--- src/rtl/knn_sorted_list.sv ---
// K-deep nearest-neighbour list kept sorted ascending by distance; one candidate per cycle.
// Insertion uses a parallel compare to find the slot, then shifts the tail down by one entry.
module knn_sorted_list #(
  parameter int DATA_W  = 32,
  parameter int LABEL_W = 8,
  parameter int K       = 4,
  parameter int CNT_W   = $clog2(K+1)
) (
  input  logic                 clk,
  input  logic                 rst,
  input  logic                 start,
  input  logic                 in_valid,
  output logic                 in_ready,
  input  logic                 in_last,
  input  logic [DATA_W-1:0]    dist_in,
  input  logic [LABEL_W-1:0]   label_in,
  output logic [K*DATA_W-1:0]  nn_dist,
  output logic [K*LABEL_W-1:0] nn_label,
  output logic [K-1:0]         nn_valid,
  output logic [CNT_W-1:0]     count,
  output logic [DATA_W-1:0]    worst_dist,
  output logic                 done
);

  typedef enum logic [1:0] {IDLE = 2'd0, FILL = 2'd1, DONE = 2'd2} state_t;

  state_t             state_r;
  logic               done_r;
  logic [CNT_W-1:0]   count_r;
  logic [DATA_W-1:0]  worst_r;
  logic [K-1:0]       le_s;
  logic               accept_s;
  logic               insert_s;
  logic [DATA_W-1:0]  last_dist_nx_s;
  logic               last_valid_nx_s;

  assign in_ready = (state_r == FILL) && !start;
  assign accept_s = in_valid && in_ready;
  // Every slot holds a distance <= candidate exactly when the list is full and it loses.
  assign insert_s = accept_s && !le_s[K-1];

  for (genvar i = 0; i < K; i++) begin : g_slot
    logic [DATA_W-1:0]  dist_r;
    logic [LABEL_W-1:0] label_r;
    logic               valid_r;
    logic               front_s;
    logic [DATA_W-1:0]  prev_dist_s;
    logic [LABEL_W-1:0] prev_label_s;
    logic               prev_valid_s;
    logic [DATA_W-1:0]  dist_nx_s;
    logic [LABEL_W-1:0] label_nx_s;
    logic               valid_nx_s;

    if (i == 0) begin : g_head
      assign front_s      = 1'b1;
      assign prev_dist_s  = {DATA_W{1'b0}};
      assign prev_label_s = {LABEL_W{1'b0}};
      assign prev_valid_s = 1'b0;
    end else begin : g_tail
      assign front_s      = le_s[i-1];
      assign prev_dist_s  = g_slot[i-1].dist_r;
      assign prev_label_s = g_slot[i-1].label_r;
      assign prev_valid_s = g_slot[i-1].valid_r;
    end

    // Thermometer: slots before the insertion point keep, the first other slot takes the candidate.
    assign le_s[i]    = valid_r && (dist_r <= dist_in);
    assign dist_nx_s  = le_s[i] ? dist_r  : (front_s ? dist_in  : prev_dist_s);
    assign label_nx_s = le_s[i] ? label_r : (front_s ? label_in : prev_label_s);
    assign valid_nx_s = le_s[i] ? valid_r : (front_s ? 1'b1     : prev_valid_s);

    // Slot register: cleared by start, loaded with its shifted/inserted value on insertion
    always_ff @(posedge clk or negedge rst) begin
      if (!rst) begin
        dist_r  <= {DATA_W{1'b0}};
        label_r <= {LABEL_W{1'b0}};
        valid_r <= 1'b0;
      end else if (start) begin
        dist_r  <= {DATA_W{1'b0}};
        label_r <= {LABEL_W{1'b0}};
        valid_r <= 1'b0;
      end else if (insert_s) begin
        dist_r  <= dist_nx_s;
        label_r <= label_nx_s;
        valid_r <= valid_nx_s;
      end else begin
        dist_r  <= dist_r;
        label_r <= label_r;
        valid_r <= valid_r;
      end
    end

    if (i == K-1) begin : g_last
      assign last_dist_nx_s  = dist_nx_s;
      assign last_valid_nx_s = valid_nx_s;
    end

    assign nn_dist[i*DATA_W +: DATA_W]    = dist_r;
    assign nn_label[i*LABEL_W +: LABEL_W] = label_r;
    assign nn_valid[i]                    = valid_r;
  end

  // Query control FSM with registered done, count and worst distance
  always_ff @(posedge clk or negedge rst) begin
    if (!rst) begin
      state_r <= IDLE;
      done_r  <= 1'b0;
      count_r <= {CNT_W{1'b0}};
      worst_r <= {DATA_W{1'b1}};
    end else if (start) begin
      state_r <= FILL;
      done_r  <= 1'b0;
      count_r <= {CNT_W{1'b0}};
      worst_r <= {DATA_W{1'b1}};
    end else begin
      case (state_r)
        IDLE: begin
          state_r <= IDLE;
          done_r  <= 1'b0;
        end
        FILL: begin
          if (insert_s) begin
            worst_r <= last_valid_nx_s ? last_dist_nx_s : {DATA_W{1'b1}};
            if (count_r < CNT_W'(K)) begin
              count_r <= count_r + CNT_W'(1);
            end else begin
              count_r <= count_r;
            end
          end else begin
            worst_r <= worst_r;
          end
          if (accept_s && in_last) begin
            state_r <= DONE;
            done_r  <= 1'b1;
          end else begin
            state_r <= FILL;
            done_r  <= 1'b0;
          end
        end
        DONE: begin
          state_r <= DONE;
          done_r  <= 1'b1;
        end
        default: begin
          state_r <= IDLE;
          done_r  <= 1'b0;
        end
      endcase
    end
  end

  assign count      = count_r;
  assign worst_dist = worst_r;
  assign done       = done_r;

endmodule

--- config.mk ---
export PLATFORM = sky130hd
export DESIGN_NAME = knn_sorted_list
export DESIGN_NICKNAME = d
export VERILOG_FILES = /design/src/rtl/knn_sorted_list.sv
export SDC_FILE = /design/constraint.sdc
export NUM_CORES = 1
export LEC_CHECK = 0
export CORE_ASPECT_RATIO = 1.2
export CORE_MARGIN = 4
export CORE_UTILIZATION = 40
export CTS_BUF_LIST = sky130_fd_sc_hd__clkbuf_4 sky130_fd_sc_hd__clkbuf_8
export DETAILED_ROUTE_END_ITERATION = 6
export PLACE_DENSITY_LB_ADDON = 0.12
export SETUP_SLACK_MARGIN = 0.4
export SLEW_MARGIN = 20
export SYNTH_ARGS = -nofsm -noshare
export SYNTH_HDL_FRONTEND = slang
export SYNTH_SLANG_ARGS = --single-unit
--- constraint.sdc ---
create_clock -name clk -period 2.55 [get_ports clk]
set_input_delay 0.6375 -clock clk [delete_from_list [all_inputs] [get_ports clk]]
set_output_delay 0.6375 -clock clk [all_outputs]
set_load 0.03 [all_outputs]
==> flow_metrics.tcl, run 1 <==
set metrics [dict create \
    status "finished, violations left" \
    violations "negative setup slack" \
    htree_levels 2 \
    drtIter0Drc 814 \
    drv_slew 0 \
    antenna_cells 0 \
    p_leak_nw 10.8 \
    cts_buffer_depth 3 \
    root_buffer "clkbuf_8" \
    synth_seq_area_share_pct 41.5 \
    p_int_w 0.00691 \
    grt_usage_pct 27.6 \
    cts-hold-fix-buffers 0 \
    finalWorstSetupSlack_ps -379 \
    synthFlopType "dfrtp_1" \
    start_kind "input pin" \
    cts.clk_slew.worst_paths_ps 60 \
    comb_power_share_pct 32.1 \
    grt_pass1_vias 12843 \
    power.switching_w 0.00341 \
    cts_tree "yes" \
    whs_ps 61.3 \
    grt-ovfl-total 0 \
    grt_pass1_wl_um 73100 \
    die_y_um 199 \
    rrSetupSlack_ps -370 \
    post-route-min-period_ps 2930 \
    yosysWarnings 0 \
    dr.pass1.iters 5 \
    finalNetCount 1933 \
    fp-row-count 69 \
    r2r-start "g_slot[3].dist_r[14]" \
    clk_latency_ps 540 \
    layout-drive-gt1-share_pct 43.4 \
    routed_wl_um 51900 \
    via_count 12532 \
    ys_ff_latch 201 \
    die-area_mm2 0.0334 \
    setup_violations 198 \
    yosys-top-cells-area "dfrtp_1 (35%), ha_1 (13%), mux2i_1 (10%)" \
    grt_start_max_net_pins 172 \
    clock-skew-final_ps 21.7 \
    seq_power_share_pct 34.2 \
    relSlewSlack_pct 41.2 \
    worst_slew_pin_slew_ps 882 \
    p_clk_share_pct 33.7 \
    switching_share_pct 33.0 \
    grt_antenna_before_repair 1 \
    max_freq_mhz 341 \
    crit_arrival_ps 3300 \
    crit_path_end_kind "register" \
    hp-class "input pin to async pin" \
    numCtsBuffers 37 \
    cp-endpoint "g_slot[1].dist_r[6]" \
    finalPower_w 0.0103 \
    gp_congestion 0.889 \
    routedWlPerCell_um 23.9 \
    vias_per_cell 5.76 \
    period_share_pct 115 \
    ios 246 \
    dpl.hpwl_um 31300 \
    rsz0062_at_grt "yes" \
    initial_core_util_pct 40.9 \
    async_flop_share_pct 100 \
    syn_inst 1198 \
    synth.top_cell.area_share_pct 34.6 \
    yosysTopAreaCell "dfrtp_1" \
    fp.dieW_um 167 \
    place_ws_ps -1550 \
    critPathKind "input pin to register" \
    crit_fanout 9 \
    hold_viol_final 0 \
    setup.worst_path.start "dist_in[1]" \
    avgSynthCellArea_um2 10.2 \
    synth_area_mm2 0.0122 \
    reg2regPathDepth 11 \
    ys_types 47 \
    synth_most_common_cell "dfrtp_1" \
    irDropWorstVdd_mv 0.401 \
    worst_ep_required_time_ps 2920 \
    portBuffers 245 \
    power_density_mw_per_mm2 480 \
    core_region_area_mm2 0.0299 \
    ant_nets 0 \
    syn_nets 1374 \
    drc_errors 0 \
    area_growth_pct 76.2 \
    fillers 2121 \
    r2r-end "g_slot[1].dist_r[6]" \
    yosys-top-cells-count "dfrtp_1 (169), ha_1 (131), mux2i_1 (127)" \
    max_cap_viol_count 0 \
    synth_edf_count 0 \
    cts.sinks 201 \
]
[timing repair]
| item | CTS | global route |
|---|---|---|
| setup endpoints to repair | 400 | 304 |
| setup buffers | 35 | 8 |
| gates cloned | 14 | 16 |
| pin swaps | 44 | 76 |
| gates resized for setup | 451 | 240 |
[power by group through the flow]
stage	combinational, W	clock, W	sequential, W
2_1_floorplan	0.00101	0	0.00393
3_3_place_gp	0.00270	0	0.00356
6_report	0.00332	0.00348	0.00353
4_1_cts	0.00300	0.00352	0.00352
3_5_place_dp	0.00273	0	0.00356
5_1_grt	0.00350	0.00367	0.00355
[metal layers]
metal  track usage [%]  wire length (um)
met2              49.0             26300
met3              4.51              3480
met1              34.5             20200
met4              8.48              1930
met5                 0                16
[registers in the layout, summed over array words and instances (netlist names)]
signal and flops:
g_slot.label_r 32, g_slot.dist_r 128, done 1, g_slot.valid_r 4, worst_dist 32, count 3
state_r 1
[placed cells by master, fill, tap and decap left out, types with 17 or more instances in the layout]
master,synthesis,layout
dfstp_2,32,32
buf_6,0,18
mux2i_1,127,82
buf_12,0,34
ha_4,0,34
buf_4,6,274
o21ai_0,57,17
clkbuf_4,0,17
mux2i_4,0,32
a21oi_4,0,18
a2bb2oi_2,0,33
nand3b_1,39,39
nand2_1,103,101
ha_1,131,97
a211oi_2,0,25
o21ai_1,0,37
clkbuf_8,0,49
dlygate4sd2_1,0,116
a311oi_1,40,30
a21oi_2,0,54
dlymetal6s2s_1,0,78
nand2b_1,50,49
a21oi_1,113,41
nand4_1,26,26
dfrtp_1,169,168
[logic make-up (layout without fill, tap and decap cells)]
kind of cell    count (synthesis)  count (layout)  synth area share (%)
compound gates                317             317                  17.0
fa+ha+maj                     131             131                  13.4
buf+inv                       125             713                  4.19
flops                         201             201                  41.5
mux                           136             136                  11.2
simple gates                  288             288                  12.6
[final cells by class]
cell class	count	area [um2]	share of cell area, %
Tap cell	390	488	2.27
Clock inverter	4	47.5	0.221
Multi-Input combinational cell	872	8690	40.4
Clock buffer	64	781	3.63
Timing Repair Buffer	603	6230	29.0
Inverter	42	204	0.948
Sequential cell	201	5070	23.6
[critical path: stages]
cell,delay [ps]
clkdlybuf4s15_1,220
inv_2,80
buf_4,140
ha_1,270
nor2b_1,130
o211ai_1,340
a21boi_4,90
o31a_1,260
buf_4,150
o31a_4,420
buf_12,160
clkbuf_16,170
a21oi_2,170
a211oi_2,60
[metrics by stage]
step / area (um2) / std cells / setup TNS (ps) / utilization, %
2_1_floorplan: 12800 / 1198 / -36800 / -
3_3_place_gp: 17800 / 2035 / -266080 / 59.5
3_5_place_dp: 17800 / 2035 / -269600 / 59.5
4_1_cts: 20100 / 2152 / -45070 / 67.2
5_1_grt: 21500 / 2176 / -70600 / 72.0
6_report: 21500 / 2176 / -57720 / 72.0
[worst min path at each step]
stage | to | slack (ps)
finish | g_slot[3].dist_r[17] | 60
CTS | g_slot[3].dist_r[17] | 80
global route | g_slot[3].dist_r[17] | 90
floorplan | count[0] | 340
global placement | g_slot[3].label_r[7] | 500
detailed placement | worst_dist[0] | 490
No activity file was read; power rests on OpenSTA's default activity.
==> run 2, diff against run 1 <==
- SLEW_MARGIN: 20 -> unset
==> results of run 2 <==
The final DEF is identical to that of run 1; final timing and power are the same.
